<file path="config.mk">
export PLATFORM = sky130hd
export DESIGN_NAME = uart_pkt_rx
export DESIGN_NICKNAME = d
export VERILOG_FILES = /design/src/rtl/uart_pkt_rx.sv
export SDC_FILE = /design/constraint.sdc
export NUM_CORES = 1
export LEC_CHECK = 0
export ABC_AREA = 1
export CORE_MARGIN = 2
export CORE_UTILIZATION = 64
export CTS_BUF_LIST = sky130_fd_sc_hd__clkbuf_8
export DETAILED_ROUTE_END_ITERATION = 8
export HOLD_SLACK_MARGIN = 0.08
export PLACE_DENSITY_LB_ADDON = 0.12
export SLEW_MARGIN = 5
export SYNTH_ARGS = -nofsm -noshare
export SYNTH_HDL_FRONTEND = slang
export SYNTH_SLANG_ARGS = --single-unit
</file>
<file path="constraint.sdc">
create_clock -name clk -period 6.15 [get_ports clk]
set_clock_uncertainty 0.2 [all_clocks]
set_input_delay 0.9225 -clock clk [delete_from_list [all_inputs] [get_ports clk]]
set_output_delay 0.9225 -clock clk [all_outputs]
set_load 0.05 [all_outputs]
</file>
<file path="src/rtl/uart_pkt_rx.sv">
// Framed UART byte receiver: SOF, LEN, payload, XOR checksum.
// A good frame is buffered, then drained downstream on a valid/ready port.
module uart_pkt_rx #(
    parameter int          MAX_LEN     = 16,
    parameter logic [7:0]  SOF_BYTE    = 8'hA5,
    parameter int          TIMEOUT_CYC = 20000
) (
    input  logic       clk,
    input  logic       rst,
    input  logic [7:0] rx_data,
    input  logic       rx_valid,
    output logic [7:0] pkt_data,
    output logic       pkt_valid,
    input  logic       pkt_ready,
    output logic       pkt_last,
    output logic [7:0] pkt_len,
    output logic       frame_ok,
    output logic       frame_err,
    output logic [1:0] err_code,
    output logic       rx_drop,
    output logic [2:0] fsm_state
);

    // Downstream handshake: a byte moves on every cycle where pkt_valid and
    // pkt_ready are both high; while pkt_valid=1 and pkt_ready=0, pkt_data,
    // pkt_last and pkt_len hold their values.

    localparam int AW = (MAX_LEN > 1) ? $clog2(MAX_LEN) : 1;
    localparam int CW = $clog2(TIMEOUT_CYC);
    localparam logic [7:0]    MAX_LEN_B = 8'(MAX_LEN);
    localparam logic [CW-1:0] TMO_LAST  = CW'(TIMEOUT_CYC - 1);

    typedef enum logic [2:0] {
        S_IDLE    = 3'd0,
        S_LEN     = 3'd1,
        S_PAYLOAD = 3'd2,
        S_CSUM    = 3'd3,
        S_DRAIN   = 3'd4
    } state_t;

    state_t        state_q, state_d;
    logic [7:0]    len_q, csum_q, wr_ptr, rd_ptr;
    logic [CW-1:0] tmo_cnt;
    logic [7:0]    buffer [MAX_LEN];

    logic       in_frame, timeout, len_ok, xfer, rd_last;
    logic       ok_d, err_d, drop_d;
    logic [1:0] code_d;

    assign in_frame = (state_q == S_LEN) || (state_q == S_PAYLOAD) || (state_q == S_CSUM);
    assign timeout  = in_frame && !rx_valid && (tmo_cnt == TMO_LAST);
    assign len_ok   = (rx_data != 8'd0) && (rx_data <= MAX_LEN_B);
    assign rd_last  = (rd_ptr == len_q - 8'd1);

    assign pkt_valid = (state_q == S_DRAIN);
    assign pkt_data  = pkt_valid ? buffer[rd_ptr[AW-1:0]] : 8'd0;
    assign pkt_last  = pkt_valid && rd_last;
    assign pkt_len   = len_q;
    assign xfer      = pkt_valid && pkt_ready;
    assign fsm_state = state_q;

    always_comb begin
        state_d = state_q;
        ok_d    = 1'b0;
        err_d   = 1'b0;
        code_d  = err_code;
        drop_d  = 1'b0;
        case (state_q)
            S_IDLE: begin
                if (rx_valid && rx_data == SOF_BYTE) state_d = S_LEN;
            end
            S_LEN: begin
                if (rx_valid) begin
                    if (len_ok) begin
                        state_d = S_PAYLOAD;
                    end else begin
                        err_d   = 1'b1;
                        code_d  = 2'b01;
                        state_d = S_IDLE;
                    end
                end else if (timeout) begin
                    err_d   = 1'b1;
                    code_d  = 2'b11;
                    state_d = S_IDLE;
                end
            end
            S_PAYLOAD: begin
                if (rx_valid) begin
                    if (wr_ptr == len_q - 8'd1) state_d = S_CSUM;
                end else if (timeout) begin
                    err_d   = 1'b1;
                    code_d  = 2'b11;
                    state_d = S_IDLE;
                end
            end
            S_CSUM: begin
                if (rx_valid) begin
                    if (rx_data == csum_q) begin
                        ok_d    = 1'b1;
                        state_d = S_DRAIN;
                    end else begin
                        err_d   = 1'b1;
                        code_d  = 2'b10;
                        state_d = S_IDLE;
                    end
                end else if (timeout) begin
                    err_d   = 1'b1;
                    code_d  = 2'b11;
                    state_d = S_IDLE;
                end
            end
            S_DRAIN: begin
                drop_d = rx_valid;
                if (xfer && rd_last) state_d = S_IDLE;
            end
            default: state_d = S_IDLE;
        endcase
    end

    always_ff @(posedge clk or posedge rst) begin
        if (rst) begin
            state_q   <= S_IDLE;
            frame_ok  <= 1'b0;
            frame_err <= 1'b0;
            err_code  <= 2'b00;
            rx_drop   <= 1'b0;
            len_q     <= 8'd0;
            csum_q    <= 8'd0;
            wr_ptr    <= 8'd0;
            rd_ptr    <= 8'd0;
            tmo_cnt   <= '0;
        end else begin
            state_q   <= state_d;
            frame_ok  <= ok_d;
            frame_err <= err_d;
            err_code  <= code_d;
            rx_drop   <= drop_d;

            // Idle-gap counter only runs while a frame is being collected.
            if (!in_frame || rx_valid) tmo_cnt <= '0;
            else                       tmo_cnt <= tmo_cnt + 1'b1;

            if (state_q == S_LEN && rx_valid && len_ok) begin
                len_q  <= rx_data;
                csum_q <= rx_data;
                wr_ptr <= 8'd0;
            end
            if (state_q == S_PAYLOAD && rx_valid) begin
                csum_q <= csum_q ^ rx_data;
                wr_ptr <= wr_ptr + 8'd1;
            end
            if (ok_d) rd_ptr <= 8'd0;
            else if (xfer) rd_ptr <= rd_last ? 8'd0 : rd_ptr + 8'd1;
        end
    end

    always_ff @(posedge clk) begin
        if (state_q == S_PAYLOAD && rx_valid) buffer[wr_ptr[AW-1:0]] <= rx_data;
    end

endmodule
</file>
### After elaboration in Yosys (flattened, before gate mapping)

Memories as Yosys holds them, arrays and structs flattened.
Index checks and enable logic that the tools add are counted.

* register bits after elaboration: 55
* RAM bits: 128
* input port bits: 12
* output and inout bits: 26
* word-level logic and storage cells: 93
* memories kept: 1

Memory list
* buffer: words 16, bits a word 8, read ports 1, clocked after memory_dff 0, write ports 1, line 44 `logic [7:0] buffer [MAX_LEN];`

* add/subtract/negate cells: 4
* $lt $le $gt $ge: 1
* eq/ne operators: 15
* mux-type cells: 39
* bitwise gates (word level): 1
* reduce and logical (&&, ||, !) cells: 22

Operators with widths (number)
* $mux W8: 8
* $eq A8 B8 Y1: 3
* $mux W3: 8
* $add A8 B1 Y8 const B: 2
* $add A15 B1 Y15 const B: 1
* $eq A15 B15 Y1 const B: 1
* $mux W15: 1
* $pmux W3 S5: 1
* $mux W2: 7
* $mux W1: 12
* $logic_and A1 B1 Y1: 10
* $eq A8 B8 Y1 const B: 1
* $le A8 B5 Y1 const B: 1
* $reduce_bool A8 Y1: 1
* $sub A8 B1 Y8 const B: 1
* $xor A8 B8 Y8: 1
* $eq A3 B2 Y1 const B: 2
* $ne A3 B3 Y1 const B: 2
* $pmux W2 S3: 1
* $ne A2 B2 Y1 const B: 2
* $reduce_and A4 Y1: 1
* $reduce_bool A2 Y1: 2
* $eq A3 B1 Y1 const B: 1
* $eq A3 B3 Y1 const B: 1
* 8 further kinds: 11

### Logic depth before layout (Yosys ltp)

* depth in word-level cells: 8
* gate-level depth with buffers: 15
* depth with buffers taken out: 14

### Worst setup path after synthesis

Ideal clock, no wire load.

* path kind: register to output
* start: reg state_q[0], in the netlist fsm_state[0]
* end: out pkt_data[0]
* arrival: 2.931 ns
* required time: 5.027 ns
* slack: 2.096 ns
* stages on the path, launching flop included: 6
* path buffers: 0
* path through: dfrtp_1 > nor2_1 > inv_1 > nor2_1 > clkinv_1 > a21oi_1

* cells in the longest elaborated chain, start to end: 2

RTL lines
* from (decl): line 41 `state_t state_q, state_d;`
* from (signal assigned): line 133 `state_q <= state_d;`
* $eq A3 B3 Y1: line 55 `assign pkt_valid = (state_q == S_DRAIN);`
* net pkt_valid: line 13 `output logic pkt_valid,`
* $mux W8: line 56 `assign pkt_data = pkt_valid ? buffer[rd_ptr[AW-1:0]] : 8'd0;`
* to (decl): line 12 `output logic [7:0] pkt_data,`

The timed path passes the listed nets, and every way through them passes these cells.

### Worst setup path after layout

* start: reg rd_ptr[0]
* end: out pkt_data[4]

* cells in the longest elaborated chain, start to end: 2

RTL lines
* from (decl): line 42 `logic [7:0] len_q, csum_q, wr_ptr, rd_ptr;`
* from (signal assigned): line 153 `else if (xfer) rd_ptr <= rd_last ? 8'd0 : rd_ptr + 8'd1;`
* $mem_v2 Z16 W8
* $mux W8: line 56

Every way passes these cells.

==> results.tsv <==
metric	value	unit
run status	complete, no violations	
area share of the leading cell type in the synthesized netlist	47.2	%
Synth cell types	32	
critical path type	flip-flop to output pin	
Synth Flop Type	edfxtp_1	
Port Buffer Count	37	
Critical Path RT	5030	ps
CTS sink count	183	
Synth Area in Simple Gates	16.8	%
Initial DRC Count	782	
global route overflow	0	
largest net degree at the start of global routing	71	
floorplan core area	12500	µm²
Post-synth top cells	133 x nor2_1, 128 x edfxtp_1, 104 x nand2_1	
critical path arrival	4050	ps
Synth Instances	775	
first-pass GRT wire length	29.7	mm
Hold Crit Depth	1	
CTS H-tree depth	4	
Peak VDD IR	0.191	mV
Final Max Tran Viols	0	
Mapped Nets	794	
Period Utilization, post-route	84.1	%
hold_buf cts	0	
Clock transition at path regs	90	ps
Max Clock Freq	193	MHz
Setup crit end kind	output pin	
most common cell in the netlist	nor2_1	
Worst Hold Class	flip-flop to flip-flop	
setup violators final	0	
Post-CTS Resized	0	
pwr/cell area	328	nW/µm²
largest family of logic cells by synthesized area	simple AND/OR/NAND/NOR gates	
DR pass1 iterations	5	
Synth-to-Final Area Change	10.7	%
biggest area consumer among synthesized cells	edfxtp_1	
worst-margin pin slew	1160	ps
CTS buffer count	17	
Chip Height	117	µm
Crit Path Max Fanout	70	
number of global-route vias before repair	5650	
vias	5978	
Final min period	5170	ps
Detailed Route WL	19.2	mm
clock buffer depth	2	
Post-CTS Setup Bufs	0	
WHS	256	ps
complex-gate fraction of the synthesized area	11.9	%
# nets final	825	
n_diodes	0	
RSZ-0062 raised after global routing	false	
CTS tree	yes	
Initial Util	65.1	%
Post-synth EDFFs	128	
total track usage	29.7	%
Hold Violations, Final	0	
routed len/inst	19.4	µm
Final HPWL DP	12.1	mm
die area	13700	µm²
mean post-synth cell area	10.5	µm²
initial antenna violation count	0	
I/O pin total	38	
Synth Warn #	0	
post-synthesis sequential element count	183	
slew margin rel.	22.7	%
row cnt	41	
Pleak	0.00339	µW
xor/xnor share of the synthesized area	2.06	%
total of max-cap violations	0	
Area contributors post-synth	edfxtp_1 47%, dfrtp_1 17%, nor2_1 6.1%	
# DRC	0	
Final TNS setup	0	ps
post-synthesis mux area share	0	%
clk root buf	clkbuf_8	
Vias/cell	6.03	
synthesized area	8150	µm²
register area share after synthesis	64.0	%
Synth Area in Adders	1.07	%
Async SR Flop Fraction	30.1	%
worst skew pair latency	470	ps
FF-to-FF path depth	12	
Startpoint Class	flip-flop	
layout cells sized above 1	6.47	%
Die X	117	µm
RePlAce Congestion	0.958	
post-route ant nets	0	
==> layer usage <==
layer / global-route usage, % / vias up / part of all wire [%]
li1: - / 2792 / -
met1: 40.3 / 2842 / 41
met2: 46.1 / 307 / 48
met3: 7.47 / 37 / 8.8
met4: 13.0 / 0 / 2.6
met5: 0 / - / 0
==> report_power, final <==
group,switching [µW],total [µW],leakage (µW),internal (µW)
logic,446,664,0.00135,217
clock network,430,791,0.000193,362
registers,92.3,1500,0.00184,1410
==> through the flow <==
stage	cell area [µm²]	worst slack [ps]	instances	util, %	power, µW
finish	9020	978	991	72.1	2960
floorplan	8150	2100	775	-	1980
global placement	8640	1630	959	69.0	2160
global route	9020	671	991	72.1	3100
CTS	9020	1010	991	72.1	2960
detailed placement	8640	1550	959	69.0	2180
==> path summary, 6_finish.rpt <==
path	slack (ps)	start	endpoint
setup / recovery	980	rd_ptr[0]$_DFFE_PP0P_	pkt_data[4]
hold / removal	260	tmo_cnt[0]$_DFF_PP0_	tmo_cnt[0]$_DFF_PP0_
setup reg to reg	2990	rd_ptr[0]$_DFFE_PP0P_	fsm_state[0]$_DFFE_PP0P_
hold reg to reg	260	tmo_cnt[0]$_DFF_PP0_	tmo_cnt[0]$_DFF_PP0_
max in group asynchronous	4480	rst	rd_ptr[0]$_DFFE_PP0P_
min in group asynchronous	760	rst	tmo_cnt[12]$_DFF_PP0_
==> critical path: stages, from the launching register on <==
cell             delay (ps)
dfrtp_2                 820
inv_1                   680
buf_4                   500
o21ai_0                 190
o221ai_1                230
nand3_1                  90
a21oi_1                 190
clkdlybuf4s50_1         840
==> logic make-up (layout without fill, tap and decap cells) <==
| kind of cell | after synthesis | in the layout |
|---|---|---|
| buffers and inverters | 85 | 129 |
| adders and majority gates | 7 | 7 |
| DFF | 183 | 183 |
| and+or+nand+nor | 321 | 321 |
| AOI/OAI and AO/OA | 163 | 163 |
| xor gates and xnor gates | 16 | 16 |
==> final cells by class <==
class / count / area (µm²)
Multi-Input combinational cell: 507 / 2590
Clock buffer: 17 / 234
Tap cell: 172 / 215
Clock inverter: 15 / 153
Sequential cell: 183 / 5220
Timing Repair Buffer: 40 / 393
Fill cell: 934 / 3490
Inverter: 57 / 214
==> placed cells by master (no fill, tap or decap), drive strengths merged, types with 4 or more instances in the layout <==
cell type      count
nand4              9
edfxtp           128
ha                 7
xnor2              5
nand3b             4
clkbuf            17
nor3              14
a21oi             20
o221ai            22
xor2               9
clkdlybuf4s50     37
nand2            107
nor2             137
o21a               4
o22ai             16
dfrtp             55
o211ai            11
o21ai             87
inv               58
clkinv             9
nand3             49
==> flip-flops by register name, indices dropped and copies added (netlist names) <==
name       count
wr_ptr         8
pkt_len        8
err_code       2
fsm_state      3
tmo_cnt       15
csum_q         8
frame_ok       1
frame_err      1
rd_ptr         8
rx_drop        1
buffer       128
Note: power is estimated with default switching activity, not from simulation.
==> variant, RTL diff (config.mk and constraints unchanged) <==
The parameter `MAX_LEN` goes from 16 to 8.
--- a/src/rtl/uart_pkt_rx.sv
+++ b/src/rtl/uart_pkt_rx.sv
@@ -1,7 +1,7 @@
 // Framed UART byte receiver: SOF, LEN, payload, XOR checksum.
 // A good frame is buffered, then drained downstream on a valid/ready port.
 module uart_pkt_rx #(
-    parameter int          MAX_LEN     = 16,
+    parameter int          MAX_LEN     = 8,
     parameter logic [7:0]  SOF_BYTE    = 8'hA5,
     parameter int          TIMEOUT_CYC = 20000
 ) (
Check against the original RTL: not equivalent (a bounded check fails within 4 cycles, from zero or initial values and one cycle with rst high).
==> variant against the unedited design <==
- cell area fell by 27%
- wire length down 34%
- setup slack gained 0.35 ns
- total power down 13%
- clock power decreased by 13%
- core utilization increased by 3.6 points
- sequential cell count shrank 64
- synthesized area decreased by 30%
==> variant: results (changes against the unedited design) <==
stage,metric,value,unit,change
finish,drive_above_1_share,9.445,%,+3.0 points
synthesis,synthTopCellsByCount,"92 x nor2_1, 90 x nand2_1, 70 x o21ai_0, 64 x edfxtp_1, 61 x inv_1",,
clock_network,path_clk_slew,0.07,ns,-0.02 ns
synthesis,postSynth.asyncResetShare,46.22,%,+16 points
synthesis,netlist-cell-type-count,39,,+22%
sta,period_share,78.43,%,-5.7 points
setup_path,critPathMaxFanout,36,,-49%
synthesis,synth-edff-count,64,,-50%
synthesis,synth_area_leaders,"edfxtp_1 34%, dfrtp_1 24%, o21ai_0 6.1%",,
global_routing,grt_usage,28.13,%,-1.5 points
status,status,completed,,
finish,fin_nets,670,,-19%
clock_network,clock_latency,0.41,ns,-0.06 ns
sta,whs,0.2656,ns,+0.009834 ns
setup_path,crit_arrival,3.70,ns,-0.35 ns
power_and_ir_drop,p_leak,2.667,nW,-21%
setup_path,slowest_delay,1.06,ns,+0.22 ns
setup_path,r2r_slack,3.19,ns,+0.20 ns
sta,tightestPinTransition,1.085,ns,-0.07518 ns
global_routing,grt_pass1_vias,4550,,-19%
synthesis,yosysSeqAreaShare,57.74,%,-6.3 points
global_routing,grt_max_degree,56,,-21%
power_and_ir_drop,sw_frac_of_total,37.97,%,+5.2 points
route,vias,4520,,-24%
finish,largest_reg_flops,64,,-50%
route,dr.pass1.iters,7,,+2
route,wire_per_inst,16.26,um,-16%
==> variant: cell types whose count changed in the layout (fill, tap and decap cells not counted), moves of 10 or more <==
cell      delta
inv_1       +12
edfxtp_1    -64
o221ai_1    -22
nor2_1      -41
a21oi_1     -10
o21ai_0     -16
nand2_1     -14
==> variant: path summary, 6_finish.rpt <==
| check | start | to |
|---|---|---|
| setup / recovery | rd_ptr[0] | pkt_last |
| hold / removal | tmo_cnt[0] | tmo_cnt[0] |
| setup reg to reg | rd_ptr[0] | rd_ptr[7] |
| hold reg to reg | tmo_cnt[0] | tmo_cnt[0] |
| max in group asynchronous | rst | csum_q[0] |
| min in group asynchronous | rst | pkt_len[4] |
==> variant: area by class of cell <==
class                      instances  area, um^2
sequential                       119        3298
fill                             603        2106
multi-input combinational        407        2083
timing repair buffer              43       415.4
clock buffer                      19       261.5
inverter                          66       247.7
tap                              108       135.1
clock inverter                    13       131.4
==> variant: kinds of logic (layout without fill, tap and decap cells) <==
family | after synthesis | after routing | synth area share [%]
adder cells (fa/ha/maj) | 4 | 4 | 0.8763
buffers and inverters | 83 | 141 | 5.783
flip-flops | 119 | 119 | 57.74
XOR/XNOR | 19 | 19 | 2.913
AO/OA/AOI/OAI | 111 | 111 | 10.51
AND/OR/NAND/NOR | 273 | 273 | 22.17
==> variant: power by group through the flow <==
stage	Clock (mW)	Sequential, mW	Combinational, mW
2_1_floorplan	0	1.11	0.558
3_3_place_gp	0	1.09	0.750
3_5_place_dp	0	1.09	0.780
4_1_cts	0.697	1.08	0.791
5_1_grt	0.730	1.10	0.896
6_report	0.688	1.08	0.795
==> variant: layer usage <==
layer,part of all wire (%),global-route usage [%]
met3,7.3,5.532
met5,0,0
met4,1.8,12.43
met2,51,45.37
met1,40,37.64
